## src/rtl/mul_issue_ctrl.sv

```systemverilog
// mul_issue_ctrl: issue/return controller for the pipelined 32x32 multiplier.
// Requests are issued straight into a fixed-latency datapath (LAT cycles, no
// stall). A valid/tag shift pipe follows each op to the datapath output, where
// the product is captured into an in-order response FIFO. Credits
// (occupancy + in-flight < DEPTH) guarantee every capture finds a free slot.
// Optional feature: define MUL_FLUSH_EN to add the synchronous 'flush' port.
module mul_issue_ctrl #(
    parameter int LAT   = 3,
    parameter int DEPTH = 4,
    parameter int TAG_W = 4
) (
    input  logic             mul_clk,
    input  logic             resetn,
    input  logic             req_valid,
    output logic             req_ready,
    input  logic             req_signed,
    input  logic [31:0]      req_x,
    input  logic [31:0]      req_y,
    input  logic [TAG_W-1:0] req_tag,
    output logic             dp_valid,
    output logic             dp_signed,
    output logic [31:0]      dp_x,
    output logic [31:0]      dp_y,
    input  logic [63:0]      dp_result,
    output logic             rsp_valid,
    input  logic             rsp_ready,
    output logic [63:0]      rsp_result,
    output logic [TAG_W-1:0] rsp_tag,
    output logic             busy
`ifdef MUL_FLUSH_EN
    ,
    input  logic             flush
`endif
);

    localparam int OCC_W = $clog2(DEPTH + 1);
    localparam int INF_W = $clog2(LAT + 1);
    localparam int PTR_W = (DEPTH > 1) ? $clog2(DEPTH) : 1;
    localparam int CRD_W = $clog2(DEPTH + LAT + 1);

    logic             flush_i;
    logic [LAT-1:0]   pv_q;
    logic [TAG_W-1:0] tag_q   [LAT];
    logic [63:0]      res_mem [DEPTH];
    logic [TAG_W-1:0] tag_mem [DEPTH];
    logic [PTR_W-1:0] wr_ptr_q;
    logic [PTR_W-1:0] rd_ptr_q;
    logic [OCC_W-1:0] occ_q;
    logic [INF_W-1:0] inflight_q;
    logic             credit_ok;
    logic             fire;
    logic             push;
    logic             pop;

`ifdef MUL_FLUSH_EN
    assign flush_i = flush;
`else
    assign flush_i = 1'b0;
`endif

    function automatic logic [PTR_W-1:0] ptr_inc(input logic [PTR_W-1:0] p);
        return (p == PTR_W'(DEPTH - 1)) ? '0 : p + 1'b1;
    endfunction

    // Credits come only from registered counters, so req_ready never depends
    // on rsp_ready; it is also held low while reset is asserted.
    assign credit_ok = (CRD_W'(occ_q) + CRD_W'(inflight_q)) < CRD_W'(DEPTH);
    assign req_ready = resetn & ~flush_i & credit_ok;
    assign fire      = req_valid & req_ready;
    assign push      = pv_q[LAT-1];
    assign rsp_valid = (occ_q != '0);
    assign pop       = rsp_valid & rsp_ready & ~flush_i;
    assign busy      = (inflight_q != '0) | rsp_valid;

    assign dp_valid  = fire;
    assign dp_signed = req_signed;
    assign dp_x      = req_x;
    assign dp_y      = req_y;

    // The head entry lives in a register array, so these outputs hold steady
    // until the entry is popped.
    assign rsp_result = res_mem[rd_ptr_q];
    assign rsp_tag    = tag_mem[rd_ptr_q];

    // Valid shift pipe that marks which datapath cycles carry a live op.
    // NOTE: sequential state uses non-blocking assignments so every register
    // samples the pre-edge value of its neighbour, giving a true shift.
    always_ff @(posedge mul_clk or negedge resetn) begin
        if (!resetn) begin
            pv_q <= '0;
        end else if (flush_i) begin
            pv_q <= '0;
        end else begin
            pv_q[0] <= fire;
            for (int i = 1; i < LAT; i++) begin
                pv_q[i] <= pv_q[i-1];
            end
        end
    end

    // Tag shift pipe running alongside the valid bits.
    // NOTE: data-only storage has no reset; the valid bits and occupancy
    // already say which entries mean anything.
    always_ff @(posedge mul_clk) begin
        tag_q[0] <= req_tag;
        for (int i = 1; i < LAT; i++) begin
            tag_q[i] <= tag_q[i-1];
        end
    end

    // In-flight counter mirroring popcount(pv_q).
    always_ff @(posedge mul_clk or negedge resetn) begin
        if (!resetn) begin
            inflight_q <= '0;
        end else if (flush_i) begin
            inflight_q <= '0;
        end else if (fire && !push) begin
            inflight_q <= inflight_q + 1'b1;
        end else if (!fire && push) begin
            inflight_q <= inflight_q - 1'b1;
        end
    end

    // Response FIFO storage: capture the product as the op leaves the datapath.
    always_ff @(posedge mul_clk) begin
        if (push && !flush_i) begin
            res_mem[wr_ptr_q] <= dp_result;
            tag_mem[wr_ptr_q] <= tag_q[LAT-1];
        end
    end

    // Response FIFO pointers and occupancy; push+pop together leaves occ as is.
    always_ff @(posedge mul_clk or negedge resetn) begin
        if (!resetn) begin
            wr_ptr_q <= '0;
            rd_ptr_q <= '0;
            occ_q    <= '0;
        end else if (flush_i) begin
            wr_ptr_q <= '0;
            rd_ptr_q <= '0;
            occ_q    <= '0;
        end else begin
            if (push) begin
                wr_ptr_q <= ptr_inc(wr_ptr_q);
            end
            if (pop) begin
                rd_ptr_q <= ptr_inc(rd_ptr_q);
            end
            if (push && !pop) begin
                occ_q <= occ_q + 1'b1;
            end else if (pop && !push) begin
                occ_q <= occ_q - 1'b1;
            end
        end
    end

endmodule

```

## config.mk

```make
export PLATFORM = sky130hd
export DESIGN_NAME = mul_issue_ctrl
export DESIGN_NICKNAME = d
export VERILOG_FILES = /design/src/rtl/mul_issue_ctrl.sv
export SDC_FILE = /design/constraint.sdc
export NUM_CORES = 1
export LEC_CHECK = 0
export CAP_MARGIN = 25
export CORE_MARGIN = 1
export CORE_UTILIZATION = 36
export CTS_CLUSTER_DIAMETER = 150
export CTS_CLUSTER_SIZE = 8
export DETAILED_ROUTE_END_ITERATION = 16
export SETUP_SLACK_MARGIN = 0.1
export SLEW_MARGIN = 15
export SYNTH_ARGS = -nofsm -noshare
export SYNTH_HDL_FRONTEND = slang
export SYNTH_SLANG_ARGS = --single-unit
```

## constraint.sdc

```tcl
create_clock -name mul_clk -period 3.11 [get_ports mul_clk]
set_input_delay 0.4665 -clock mul_clk [delete_from_list [all_inputs] [get_ports mul_clk]]
set_output_delay 0.4665 -clock mul_clk [all_outputs]
set_load 0.02 [all_outputs]
```

==> flow_summary.yaml, run 1 <==
floorplanning:
  core_mm2: 0.03067
  initial_core_util: 0.3669
  die_h_um: 178.8
  dieArea_mm2: 0.03197
  core.rowCount: 64
  chipWidth_um: 178.8
  ioPinCount: 274
clocking:
  cts_sinks: 296
  ctsHoldBuffers: 0
  clk-insertion-delay-late_ns: 0.51
  htree_levels: 2
  path_clk_slew_ns: 0.05
  cts_made_buffers: 42
  cts_buffer_depth: 3
  cts_tree: "done"
  root_buffer: "clkbuf_16"
global_route:
  grt.total_usage: 0.1347
  grt_pass1_vias: 5489
  grt_max_degree: 53
  grt_pass1_wl_um: 31800
  globalRouteOverflowTotal: 0
  antenna_found_initial: 1
setup_path:
  critPathMaxStageDelay_ns: 0.56
  slowest_stage: "mux4_2"
  start_kind: "flop"
  path_class: "reg -> out"
  arrival_ns: 2.42
  end_kind: "output pin"
  worstPathRequired_ns: 2.64
  path_cells: "buf_12 > mux4_2 > clkdlybuf4s50_1"
  path_max_fanout: 25
routing:
  wire_per_inst_um: 20.78
  drc_errors: 0
  ant_nets: 0
  drt_first_pass_iters: 4
  drtIter0Drc: 177
  drt_wl_total_um: 21260
  vias: 4958
  avgViaCountPerCell: 4.847
sta:
  fmax_mhz: 346.7
  finalSetupViolCount: 0
  min_period_ns: 2.884
  rsz0062_at_grt: "no"
  timing.final.crit_share: 0.9274
  fin_worst_skew_ns: 0.006459
  final_hold_viol_count: 0
  fin_tns_setup_ns: 0
  slew_headroom: 0.5551
  tightest_slew_ns: 0.6674
  finalMaxSlewViolations: 0
placed_design:
  place_congestion: 0.7182
  dp_hpwl_um: 12490
  numPortBuffers: 143
logic_synthesis:
  synth.distinct_cells: 23
  postSynthCellCount: 486
  yosys-top-cells-area: "edfxtp_1 73%, mux4_2 14%, buf_4 4.4%"
  synth_area_per_cell_um2: 23.15
  yosysTopAreaCellShare: 0.7259
  yosysSeqAreaShare: 0.7739
  syn-num-nets: 632
  syn_area_mm2: 0.01125
  ys_warn_count: 0
  yosysTopAreaCell: "edfxtp_1"
  ys_ff_latch: 296
min_path:
  worstHoldPathType: "in -> async"
cells_and_area:
  final_cell_mix: "272 x edfxtp_1, 142 x clkdlybuf4s50_1, 68 x mux4_2"
  diodes: 0
  layout_commonest_cell: "edfxtp_1"
  area_delta_synth_final_pct: 23.69
  fin_util: 0.4538
  fin_nets: 755
  drive_gt1_frac: 0.2249
outcome:
  outcome: "finished, final reports clean"
flow_run:
  drv_cap: 0
power:
  p_leak_nw: 4.550
  vdd_drop_max_uv: 454.2
  power.density_mw_per_mm2: 959.0
[cells by family (layout without fill, tap and decap cells)]
logic type / count (synthesis) / count (layout) / share of synthesized area
flops: 296 / 296 / 0.7739
buf+inv: 85 / 226 / 0.06194
mux: 71 / 71 / 0.1391
simple gates: 15 / 15 / 0.007450
fa+ha+maj: 9 / 9 / 0.01068
xor+xnor: 7 / 7 / 0.005449
compound gates: 3 / 3 / 0.001446
[registers in the layout, summed over array words and instances, names as in the netlist]
register	flops
tag_q	12
res_mem	256
inflight_q	2
tag_mem	16
wr_ptr_q	2
pv_q	3
rd_ptr_q	2
occ_q	3
[critical path: cells and delay by family (launching register included)]
family | cells | cell delay [ns]
flops | 1 | 0.51
buf+inv | 2 | 0.81
mux | 1 | 0.56
[layer usage]
metal / up-vias / global-route usage / share of wire
met5: - / 0 / 0.00061
met4: 2 / 0.06462 / 0.037
met3: 86 / 0.03647 / 0.066
met2: 183 / 0.2169 / 0.48
met1: 2535 / 0.1684 / 0.41
li1: 2152 / - / -
[path summary, 6_finish.rpt]
path                             start  depth (start not counted)        endpoint  slack [ns]
max                        rd_ptr_q[0]                          3  rsp_result[22]        0.23
min                             resetn                          2        occ_q[0]        0.32
max reg2reg                   occ_q[0]                          8        occ_q[2]        0.98
min reg2reg                tag_q[0][2]                          0     tag_q[0][6]        0.32
max in group asynchronous       resetn                          2     rd_ptr_q[1]        2.61
min in group mul_clk       tag_q[0][2]                          0     tag_q[0][6]        0.32
[per-stage QoR]
stage / cell area [um^2] / setup WS [ns] / instances / total power, mW / hold slack (ns)
final: 13920 / 0.2259 / 1023 / 13.35 / 0.3226
after global routing: 13920 / 0.1132 / 1023 / 13.96 / 0.3254
after CTS: 13910 / 0.1752 / 1023 / 13.59 / 0.3039
after detailed placement: 12690 / 0.5741 / 957 / 9.362 / 0.3128
after global placement: 12690 / 0.5851 / 957 / 9.280 / 0.3102
after floorplan: 11250 / 0.4624 / 486 / 7.852 / 0.1709
[cells in the mapped netlist (all sizes together)]
cell type / n
dfrtp: 12
nand2: 3
or3: 3
mux4: 68
dfxtp: 12
nor2b: 1
fa: 1
a31oi: 1
buf: 81
and2: 4
edfxtp: 272
xor2: 4
nor2: 4
xnor2: 3
ha: 8
o21ai: 2
mux2: 3
inv: 4
[layout make-up]
type,count,area (um^2)
Timing Repair Buffer,160,1644
Sequential cell,296,8716
Tap cell,396,495.5
Multi-Input combinational cell,105,1857
Clock buffer,62,1190
Inverter,4,15.01
Fill cell,2547,16750
[power breakdown]
| group | leakage, nW | switching [mW] | total [mW] | internal [mW] |
|---|---|---|---|---|
| combinational | 1.27 | 2.01 | 4.14 | 2.14 |
| sequential | 2.70 | 0.236 | 5.10 | 4.87 |
| clock | 0.575 | 1.51 | 4.10 | 2.59 |
[what timing repair did]
action / 4_1_cts / 5_1_grt
setup endpoints to repair: 50 / 1
gates resized for setup: 0 / 1
setup buffers: 4 / 0
Note: power is estimated with default switching activity, not from simulation.
==> run 2: changes to the inputs <==
- CORE_MARGIN: 1 -> 2
- SKIP_LAST_GASP: default -> 1
- clock period: 3.11 -> 3.1 ns (I/O delays scaled with it)
==> flow_summary.yaml, run 2 (same netlist as run 1, synthesis figures left out) <==
power:
  vdd_drop_max_uv: 560.7
  p_leak_nw: 4.518
  power.density_mw_per_mm2: 955.7
setup_path:
  end_kind: "output pin"
  r2r-end: "occ_q[2]"
  arrival_ns: 2.40
  path_depth: 3
  path_max_fanout: 40
  reg2reg_from: "occ_q[0]"
  slowest_stage: "dfrtp_4"
  path_cells: "buf_12 > mux4_2 > clkdlybuf4s50_1"
  critPathMaxStageDelay_ns: 0.61
  worstPathRequired_ns: 2.63
  path_buf_inv: 2
  r2r_cells: 8
  path_class: "reg -> out"
  start_kind: "flop"
  critical-path-top-delay-family: "buffers and inverters"
  r2r_slack_ns: 0.97
placed_design:
  dp_hpwl_um: 12610
  place_congestion: 0.6897
  numPortBuffers: 143
floorplanning:
  core.rowCount: 64
  ioPinCount: 274
  chipWidth_um: 180.8
  initial_core_util: 0.3669
  die_h_um: 180.8
  core_mm2: 0.03067
  dieArea_mm2: 0.03269
cells_and_area:
  layout_commonest_cell: "edfxtp_1"
  drive_gt1_frac: 0.2190
  final_cell_mix: "272 x edfxtp_1, 142 x clkdlybuf4s50_1, 68 x mux4_2"
  area_delta_synth_final_pct: 23.27
  diodes: 0
  nFillCells: 2556
  largest_reg_flops: 256
  top_register: "res_mem"
  reg_top3: "res_mem: 256 flops, tag_mem: 16 flops, tag_q: 12 flops"
  fin_nets: 751
routing:
  drt_wl_total_um: 20970
  drt_first_pass_iters: 4
  avgViaCountPerCell: 4.839
  ant_nets: 0
  vias: 4921
  drc_errors: 0
  drtIter0Drc: 294
  wire_per_inst_um: 20.61
global_route:
  grt_pass1_wl_um: 32370
  grt_pass1_vias: 5593
  antenna_found_initial: 0
  grt.total_usage: 0.1285
  globalRouteOverflowTotal: 0
  grt_max_degree: 42
flow_run:
  drv_cap: 0
sta:
  tightest_slew_ns: 0.5387
  timing.final.crit_share: 0.9238
  hold_slack_ns: 0.3215
  finalSetupViolCount: 0
  fmax_mhz: 349.2
  fin_tns_setup_ns: 0
  finalMaxSlewViolations: 0
  rsz0062_at_grt: "no"
  min_period_ns: 2.864
  final_hold_viol_count: 0
  slew_headroom: 0.6409
  fin_worst_skew_ns: 0.01252
clocking:
  clk-insertion-delay-late_ns: 0.50
  cts_sinks: 296
  path_clk_slew_ns: 0.05
  cts_tree: "done"
  root_buffer: "clkbuf_16"
  htree_levels: 2
  cts_buffer_depth: 3
  cts_made_buffers: 42
outcome:
  outcome: "finished, final reports clean"
min_path:
  worstHoldPathType: "in -> async"
## run 2: area by class of cell
class                           instances  area [um^2]  share of cell area
Tap cell                              396        495.5             0.03572
Clock inverter                          1        8.758           0.0006314
Inverter                                4        15.01            0.001082
Timing Repair Buffer                  156         1643              0.1184
Clock buffer                           59         1136             0.08191
Sequential cell                       296         8716              0.6284
Multi-Input combinational cell        105         1857              0.1339
## run 2: worst max-delay path by stage
stage / start / to
floorplan: wr_ptr_q[0] / res_mem[0][0]
global placement: rd_ptr_q[0] / rsp_result[23]
detailed placement: rd_ptr_q[0] / rsp_result[23]
CTS: occ_q[1] / dp_valid
global route: rd_ptr_q[1] / rsp_result[23]
finish: rd_ptr_q[1] / rsp_result[23]
## run 2: what timing repair did
action | CTS | global route
resized for setup | 0 | 1
hold buffers | 0 | 0
setup buffers | 4 | 0
endpoints found under the setup margin | 54 | 1
## run 2: report_power, final
part | total [mW] | switching [mW] | internal (mW)
combinational | 4.19 | 2.04 | 2.15
clock | 3.96 | 1.47 | 2.49
sequential | 5.11 | 0.224 | 4.88
## run 2: routing by layer
metal / global-route usage / part of all wire / vias up
met3: 0.04173 / 0.067 / 42
li1: - / - / 2138
met5: 0 / 0 / -
met4: 0.03774 / 0.020 / 0
met1: 0.1586 / 0.42 / 2538
met2: 0.2164 / 0.50 / 203
## run 2: stage by stage
step                      power, mW    util  cells  setup slack, ns  area, um^2
after global routing          13.86  0.4523   1017           0.1597       13870
after floorplan               7.877       -    486           0.4524       11250
after global placement        9.316  0.4135    953           0.5149       12680
after CTS                     13.51  0.4522   1017           0.1188       13870
final                         13.26  0.4523   1017           0.2363       13870
after detailed placement      9.394  0.4135    953           0.4997       12680
